<file path="config.mk">
export PLATFORM = sky130hd
export DESIGN_NAME = ttt_board_ctrl_flat
export DESIGN_NICKNAME = d
export VERILOG_FILES = /design/src/rtl/ttt_board_ctrl_if.sv /design/src/rtl/ttt_board_ctrl.sv /design/src/flat_wrapper.sv
export SDC_FILE = /design/constraint.sdc
export NUM_CORES = 1
export LEC_CHECK = 0
export ABC_AREA = 1
export ABC_CLOCK_PERIOD_IN_PS = 2600
export CORE_ASPECT_RATIO = 0.75
export CORE_UTILIZATION = 41
export DETAILED_ROUTE_END_ITERATION = 10
export PLACE_DENSITY = 0.63
export RECOVER_POWER = 25
export SLEW_MARGIN = 20
export SYNTH_ARGS = -nofsm -noshare
export SYNTH_HDL_FRONTEND = slang
export SYNTH_SLANG_ARGS = --single-unit
export TNS_END_PERCENT = 5
</file>
<file path="constraint.sdc">
create_clock -name clk -period 2.6 [get_ports clk]
set_input_delay 0.39 -clock clk [delete_from_list [all_inputs] [get_ports clk]]
set_output_delay 0.39 -clock clk [all_outputs]
set_load 0.01 [all_outputs]
</file>
<file path="src/rtl/ttt_board_ctrl_if.sv">
// ttt_board_ctrl_if: push-button inputs and cell-colour/status outputs of the tic-tac-toe controller
interface ttt_board_ctrl_if;
    logic       btn_move;
    logic       btn_place;
    logic [2:0] A1_color, A2_color, A3_color;
    logic [2:0] B1_color, B2_color, B3_color;
    logic [2:0] C1_color, C2_color, C3_color;
    logic       turn;
    logic [1:0] winner;
    logic       game_over;
    modport master (
        input  btn_move, btn_place,
        output A1_color, A2_color, A3_color, B1_color, B2_color, B3_color,
               C1_color, C2_color, C3_color, turn, winner, game_over
    );
    modport slave (
        output btn_move, btn_place,
        input  A1_color, A2_color, A3_color, B1_color, B2_color, B3_color,
               C1_color, C2_color, C3_color, turn, winner, game_over
    );
endinterface

</file>
<file path="src/rtl/ttt_board_ctrl.sv">
// ttt_board_ctrl: tic-tac-toe game-state controller driving the nine cell colours of the grid display
// TTT_WIN_BLINK_EN: when defined, winning cells blink with a BLINK_DIV-cycle half-period
module ttt_board_ctrl #(
    parameter logic [2:0] P1_COLOR     = 3'b100,
    parameter logic [2:0] P2_COLOR     = 3'b001,
    parameter logic [2:0] EMPTY_COLOR  = 3'b111,
    parameter logic [2:0] CURSOR_COLOR = 3'b110
`ifdef TTT_WIN_BLINK_EN
    ,
    parameter int BLINK_DIV = 25_000_000
`endif
) (
    input logic clk,
    input logic rst,
    ttt_board_ctrl_if.master bus
);
    typedef enum logic [1:0] {PLAY, EVAL, WIN, DRAW} state_t;
    // three 4-bit cell indices per line: rows, columns, diagonals
    localparam logic [7:0][11:0] LINES = {
        12'h012, 12'h345, 12'h678, 12'h036, 12'h147, 12'h258, 12'h048, 12'h246
    };
    state_t           state, state_n;
    logic [2:0]       mv_sh, pl_sh;
    logic             move_evt, place_evt;
    logic [8:0][1:0]  board, board_n;
    logic [3:0]       cursor, cursor_n;
    logic             turn, turn_n;
    logic [1:0]       winner, winner_n;
    logic [8:0]       win_mask, mask_n, hmask;
    logic [8:0][2:0]  color_q, color_n;
    logic             hit, full, blink, hide;
    logic [1:0]       own;
`ifdef TTT_WIN_BLINK_EN
    localparam int CW = $clog2(BLINK_DIV + 1);
    logic [CW-1:0] cnt;
    always_ff @(posedge clk or negedge rst)
        if (!rst) begin
            cnt   <= '0;
            blink <= 1'b0;
        end else if (state != WIN) begin
            cnt   <= '0;
            blink <= 1'b0;
        end else if (cnt == CW'(BLINK_DIV - 1)) begin
            cnt   <= '0;
            blink <= ~blink;
        end else
            cnt <= cnt + 1'b1;
`else
    assign blink = 1'b0;
`endif
    always_ff @(posedge clk or negedge rst)
        if (!rst) begin
            mv_sh     <= '0;
            pl_sh     <= '0;
            move_evt  <= 1'b0;
            place_evt <= 1'b0;
            state     <= PLAY;
            board     <= '0;
            cursor    <= '0;
            turn      <= 1'b0;
            winner    <= '0;
            win_mask  <= '0;
            color_q   <= {9{EMPTY_COLOR}};
        end else begin
            mv_sh     <= {mv_sh[1:0], bus.btn_move};
            pl_sh     <= {pl_sh[1:0], bus.btn_place};
            move_evt  <= mv_sh[1] & ~mv_sh[2];
            place_evt <= pl_sh[1] & ~pl_sh[2];
            state     <= state_n;
            board     <= board_n;
            cursor    <= cursor_n;
            turn      <= turn_n;
            winner    <= winner_n;
            win_mask  <= mask_n;
            color_q   <= color_n;
        end
    always_comb begin
        state_n  = state;
        board_n  = board;
        cursor_n = cursor;
        turn_n   = turn;
        winner_n = winner;
        mask_n   = win_mask;
        hit      = 1'b0;
        own      = 2'b00;
        hmask    = '0;
        full     = 1'b1;
        for (int l = 0; l < 8; l++)
            if (!hit && board[LINES[l][11:8]] != 2'b00 &&
                board[LINES[l][11:8]] == board[LINES[l][7:4]] &&
                board[LINES[l][11:8]] == board[LINES[l][3:0]]) begin
                hit   = 1'b1;
                own   = board[LINES[l][11:8]];
                hmask = (9'b1 << LINES[l][11:8]) | (9'b1 << LINES[l][7:4]) | (9'b1 << LINES[l][3:0]);
            end
        for (int i = 0; i < 9; i++)
            if (board[i] == 2'b00) full = 1'b0;
        case (state)
            PLAY:
                if (place_evt) begin
                    if (board[cursor] == 2'b00) begin
                        board_n[cursor] = turn ? 2'b10 : 2'b01;
                        state_n         = EVAL;
                    end
                end else if (move_evt)
                    cursor_n = (cursor == 4'd8) ? 4'd0 : cursor + 4'd1;
            EVAL:
                if (hit) begin
                    state_n  = WIN;
                    winner_n = own;
                    mask_n   = hmask;
                end else if (full) begin
                    state_n  = DRAW;
                    winner_n = 2'b11;
                end else begin
                    state_n = PLAY;
                    turn_n  = ~turn;
                end
            default:
                if (place_evt) begin
                    state_n  = PLAY;
                    board_n  = '0;
                    cursor_n = '0;
                    turn_n   = 1'b0;
                    winner_n = '0;
                    mask_n   = '0;
                end
        endcase
    end
    assign hide = (state == WIN) && blink;
    always_comb begin
        color_n = '0;
        for (int i = 0; i < 9; i++)
            color_n[i] = (hide && win_mask[i]) ? EMPTY_COLOR :
                         board[i] == 2'b01 ? P1_COLOR :
                         board[i] == 2'b10 ? P2_COLOR :
                         (state == PLAY && cursor == 4'(i)) ? CURSOR_COLOR : EMPTY_COLOR;
    end
    assign bus.A1_color  = color_q[0];
    assign bus.A2_color  = color_q[1];
    assign bus.A3_color  = color_q[2];
    assign bus.B1_color  = color_q[3];
    assign bus.B2_color  = color_q[4];
    assign bus.B3_color  = color_q[5];
    assign bus.C1_color  = color_q[6];
    assign bus.C2_color  = color_q[7];
    assign bus.C3_color  = color_q[8];
    assign bus.turn      = turn;
    assign bus.winner    = winner;
    assign bus.game_over = (state == WIN) || (state == DRAW);
endmodule

</file>
<file path="src/flat_wrapper.sv">
// flat-port wrapper written by rule: the top's interface ports become plain ports
module ttt_board_ctrl_flat 
#(
    parameter logic [2:0] P1_COLOR     = 3'b100,
    parameter logic [2:0] P2_COLOR     = 3'b001,
    parameter logic [2:0] EMPTY_COLOR  = 3'b111,
    parameter logic [2:0] CURSOR_COLOR = 3'b110

)
  (clk, rst, bus_btn_move, bus_btn_place, bus_A1_color, bus_A2_color, bus_A3_color, bus_B1_color, bus_B2_color, bus_B3_color, bus_C1_color, bus_C2_color, bus_C3_color, bus_turn, bus_winner, bus_game_over);
  ttt_board_ctrl_if bus_i ();
  input logic clk;
  input logic rst;
  input wire logic [$bits(bus_i.btn_move)-1:0] bus_btn_move;
  input wire logic [$bits(bus_i.btn_place)-1:0] bus_btn_place;
  output wire logic [$bits(bus_i.A1_color)-1:0] bus_A1_color;
  output wire logic [$bits(bus_i.A2_color)-1:0] bus_A2_color;
  output wire logic [$bits(bus_i.A3_color)-1:0] bus_A3_color;
  output wire logic [$bits(bus_i.B1_color)-1:0] bus_B1_color;
  output wire logic [$bits(bus_i.B2_color)-1:0] bus_B2_color;
  output wire logic [$bits(bus_i.B3_color)-1:0] bus_B3_color;
  output wire logic [$bits(bus_i.C1_color)-1:0] bus_C1_color;
  output wire logic [$bits(bus_i.C2_color)-1:0] bus_C2_color;
  output wire logic [$bits(bus_i.C3_color)-1:0] bus_C3_color;
  output wire logic [$bits(bus_i.turn)-1:0] bus_turn;
  output wire logic [$bits(bus_i.winner)-1:0] bus_winner;
  output wire logic [$bits(bus_i.game_over)-1:0] bus_game_over;
  assign bus_i.btn_move = bus_btn_move;
  assign bus_i.btn_place = bus_btn_place;
  assign bus_A1_color = bus_i.A1_color;
  assign bus_A2_color = bus_i.A2_color;
  assign bus_A3_color = bus_i.A3_color;
  assign bus_B1_color = bus_i.B1_color;
  assign bus_B2_color = bus_i.B2_color;
  assign bus_B3_color = bus_i.B3_color;
  assign bus_C1_color = bus_i.C1_color;
  assign bus_C2_color = bus_i.C2_color;
  assign bus_C3_color = bus_i.C3_color;
  assign bus_turn = bus_i.turn;
  assign bus_winner = bus_i.winner;
  assign bus_game_over = bus_i.game_over;
  ttt_board_ctrl #(.P1_COLOR(P1_COLOR), .P2_COLOR(P2_COLOR), .EMPTY_COLOR(EMPTY_COLOR), .CURSOR_COLOR(CURSOR_COLOR)) u_core (.clk(clk), .rst(rst), .bus(bus_i));
endmodule
</file>
==> flow_summary.yaml <==
timing:
  setup_viol: 0
  hold_viol_final: 0
  slew_viol_final: 0
  final.setup_skew_ns: 0.00639
  final.setup.tns_ns: 0
  worst_pin_slew_ns: 1.49
  max_freq_mhz: 448
  relSlewSlack_pct: 0.605
  fin_crit_ns: 2.23
  fin_crit_sh_pct: 85.9
  rsz0062_at_grt: "no"
floorplanning:
  die_width_um: 109
  die_y_um: 82.5
  coreArea_sq_um: 8130
  ios: 35
  initial_core_util_pct: 43.6
  die_area_sq_um: 9020
  rows: 28
logic_synthesis:
  synthXorXnorAreaFrac_pct: 0.247
  synth_area_sq_um: 3540
  synthAdderAreaFrac_pct: 11.3
  synth_compound_gate_area_share_pct: 6.11
  synthMuxAreaShare_pct: 0
  synth-simple-area-share_pct: 28.8
  synth_fp_nets: 465
  yosysSeqAreaShare_pct: 44.7
  synth_area_per_cell_sq_um: 8.26
  synth_warnings: 0
  synth_top_family_by_area: "simple AND/OR/NAND/NOR gates"
  ys_ff_latch: 62
  synth_cell_types: 27
  netlist_instances: 429
grt:
  met3_usage_pct: 5.65
  antenna_found_initial: 0
  grt_usage_pct: 23.9
  gr-total-overflow: 0
  grt_busiest_layer: "met2"
  grt_pass1_vias: 2929
  met2_usage_pct: 35.2
  grt_first_pass_wirelength_um: 15700
  grt_max_degree: 35
  grt_use_met1_pct: 34.3
route:
  ant_nets: 0
  drtIter0Drc: 243
  dr.pass1.iters: 5
  wirelength_um: 9380
  vias_per_cell: 5.19
  wire_per_inst_um: 16.3
  drcViolationCount: 0
  vias: 2994
cells_and_area:
  drive_gt1_share_pct: 16.7
  nets: 503
  final_cell_mix: "95 x nand2_1, 65 x nand3_1, 55 x inv_1"
  utilization_pct: 52.4
  post-route-cell-area_sq_um: 4260
  syn_to_final_growth_pct: 20.2
  layout_commonest_cell: "nand2_1"
  antenna_cells: 0
  fillCellCount: 787
worst_setup_path:
  arrival_ns: 2.42
  worstPathRequired_ns: 2.79
  crit_chain: "inv_1 -> ha_1 -> inv_1 -> nand2_1 -> nor4_1 -> nor2_1 -> nand3_1 -> nand2_1 -> nand3_1 -> o21ai_1"
  crit_type: "register to register"
  worst-path-buf-inv: 2
  critPathSlowestCell: "dfrtp_1"
  cpPeakStageDelay_ns: 0.58
  worstSetupStartpointType: "register"
  crit_family: "simple AND/OR/NAND/NOR gates"
  cp-end-kind: "register"
  cp_max_fo: 9
clocking:
  cts-root-buf: "clkbuf_16"
  cts_buffers: 9
  clock_sinks: 62
  clkSlewWorstSetupHoldPaths_ns: 0.05
  clkLatencyLatePin_ns: 0.33
  htreeDepth: 3
  cts_buffer_depth: 2
  cts_tree: "built"
  cts_setup_buffers: 0
  hold_buffers: 0
  ctsResizeCount: 0
placed_design:
  placed_area_sq_um: 3980
  io_buffers: 34
  place_congestion: 0.939
  dp_hpwl_um: 6920
hold_path:
  hp-class: "register to register"
outcome:
  outcome: "complete, but fails checks"
  violations: "max-capacitance violations"
power_and_ir_drop:
  power_leakage_nw: 1.97
  power-per-cell-area_nw_per_um2: 1130
  vdd_ir_drop_max_mv: 0.556
flow_run:
  maxCapViolCount: 1
[metal layers]
| layer | up-vias | wire length, um |
|---|---|---|
| met5 | - | 0 |
| met4 | 0 | 153 |
| li1 | 1448 | - |
| met2 | 102 | 3930 |
| met1 | 1427 | 4680 |
| met3 | 17 | 609 |
[stage by stage]
stage               total power, W  setup WS [ns]  hold slack (ns)  std cells
floorplan                  0.00293          0.775           0.0944        429
global placement           0.00365          0.421            0.335        561
detailed placement         0.00364          0.438            0.335        561
CTS                        0.00484          0.424            0.121        577
global route               0.00524          0.149            0.359        577
finish                     0.00483          0.366            0.346        577
[state kept, by name (all words and copies together) (netlist names), 3 cells and up]
register / cells
u_core.bus.C2_color: 3
u_core.bus.A2_color: 3
u_core.bus.B1_color: 3
u_core.pl_sh: 3
u_core.bus.A1_color: 3
u_core.bus.A3_color: 3
u_core.bus.C3_color: 3
u_core.bus.B3_color: 3
u_core.bus.B2_color: 3
u_core.bus.C1_color: 3
u_core.cursor: 4
u_core.mv_sh: 3
u_core.board: 18
[worst reg2reg max path, cell delays in order, from the launching register on]
cell     delay, ns
dfrtp_1       0.58
inv_1         0.21
ha_1          0.24
inv_1         0.07
nand2_1       0.07
nor4_1        0.49
nor2_1        0.09
nand3_1       0.13
nand2_1       0.07
nand3_1       0.06
o21ai_1       0.07
[power breakdown]
part	internal (W)	switching, W	total (W)
clock	0.000737	0.000433	0.00117
sequential	0.00122	0.000229	0.00145
combinational	0.000781	0.00143	0.00221
total	0.00274	0.00209	0.00483
[area by class of cell]
| class | count | area, sq um | area share (%) |
|---|---|---|---|
| clock buffers | 10 | 229 | 5.38 |
| clock inverters | 6 | 62.6 | 1.47 |
| inverters | 66 | 248 | 5.82 |
| multi-input cells | 291 | 1650 | 38.7 |
| flip-flops and latches | 62 | 1590 | 37.2 |
| well taps | 105 | 131 | 3.09 |
| repair buffers | 37 | 354 | 8.32 |
[cell families (layout without fill, tap and decap cells)]
| group | Yosys count | after routing |
|---|---|---|
| AO/OA/AOI/OAI | 41 | 41 |
| XOR/XNOR | 1 | 1 |
| adder cells (fa/ha/maj) | 32 | 32 |
| buffers and inverters | 76 | 119 |
| flip-flops | 62 | 62 |
| AND/OR/NAND/NOR | 217 | 217 |
[worst paths after layout]
| kind | cells past startpoint | end | start | slack (ns) |
|---|---|---|---|---|
| min in group asynchronous | 1 | u_core.board[7] | rst | 0.41 |
| worst max-delay path | 10 | u_core.bus.turn | u_core.board[16] | 0.37 |
| worst min register to register | 0 | u_core.mv_sh[1] | u_core.mv_sh[0] | 0.35 |
| max in group asynchronous | 2 | u_core.bus.turn | rst | 0.67 |
| worst min-delay path | 0 | u_core.mv_sh[1] | u_core.mv_sh[0] | 0.35 |
| worst max register to register | 10 | u_core.bus.turn | u_core.board[16] | 0.37 |
[synth_stat cells]
cell type	count	area, sq um
xor2_1	1	8.76
nand2_4	1	11.3
buf_6	2	22.5
buf_4	2	15.0
clkbuf_1	4	15.0
nand3_2	5	50.1
o21ai_1	5	25.0
inv_1	55	206
nand4_1	5	31.3
dfstp_2	27	709
buf_2	2	10.0
nor2_1	20	75.1
nor4_1	1	6.26
nand3b_1	1	7.51
a21oi_2	1	8.76
nand2_1	95	357
o211ai_2	1	12.5
nand3_1	65	325
nor2_2	3	18.8
nand2_2	8	50.1
o21ai_0	20	100
a21oi_1	14	70.1
dfrtp_1	35	876
nor2_4	4	45.0
ha_1	32	400
nor3_1	9	45.0
inv_2	11	41.3
Power figures use the tool's default switching activity.
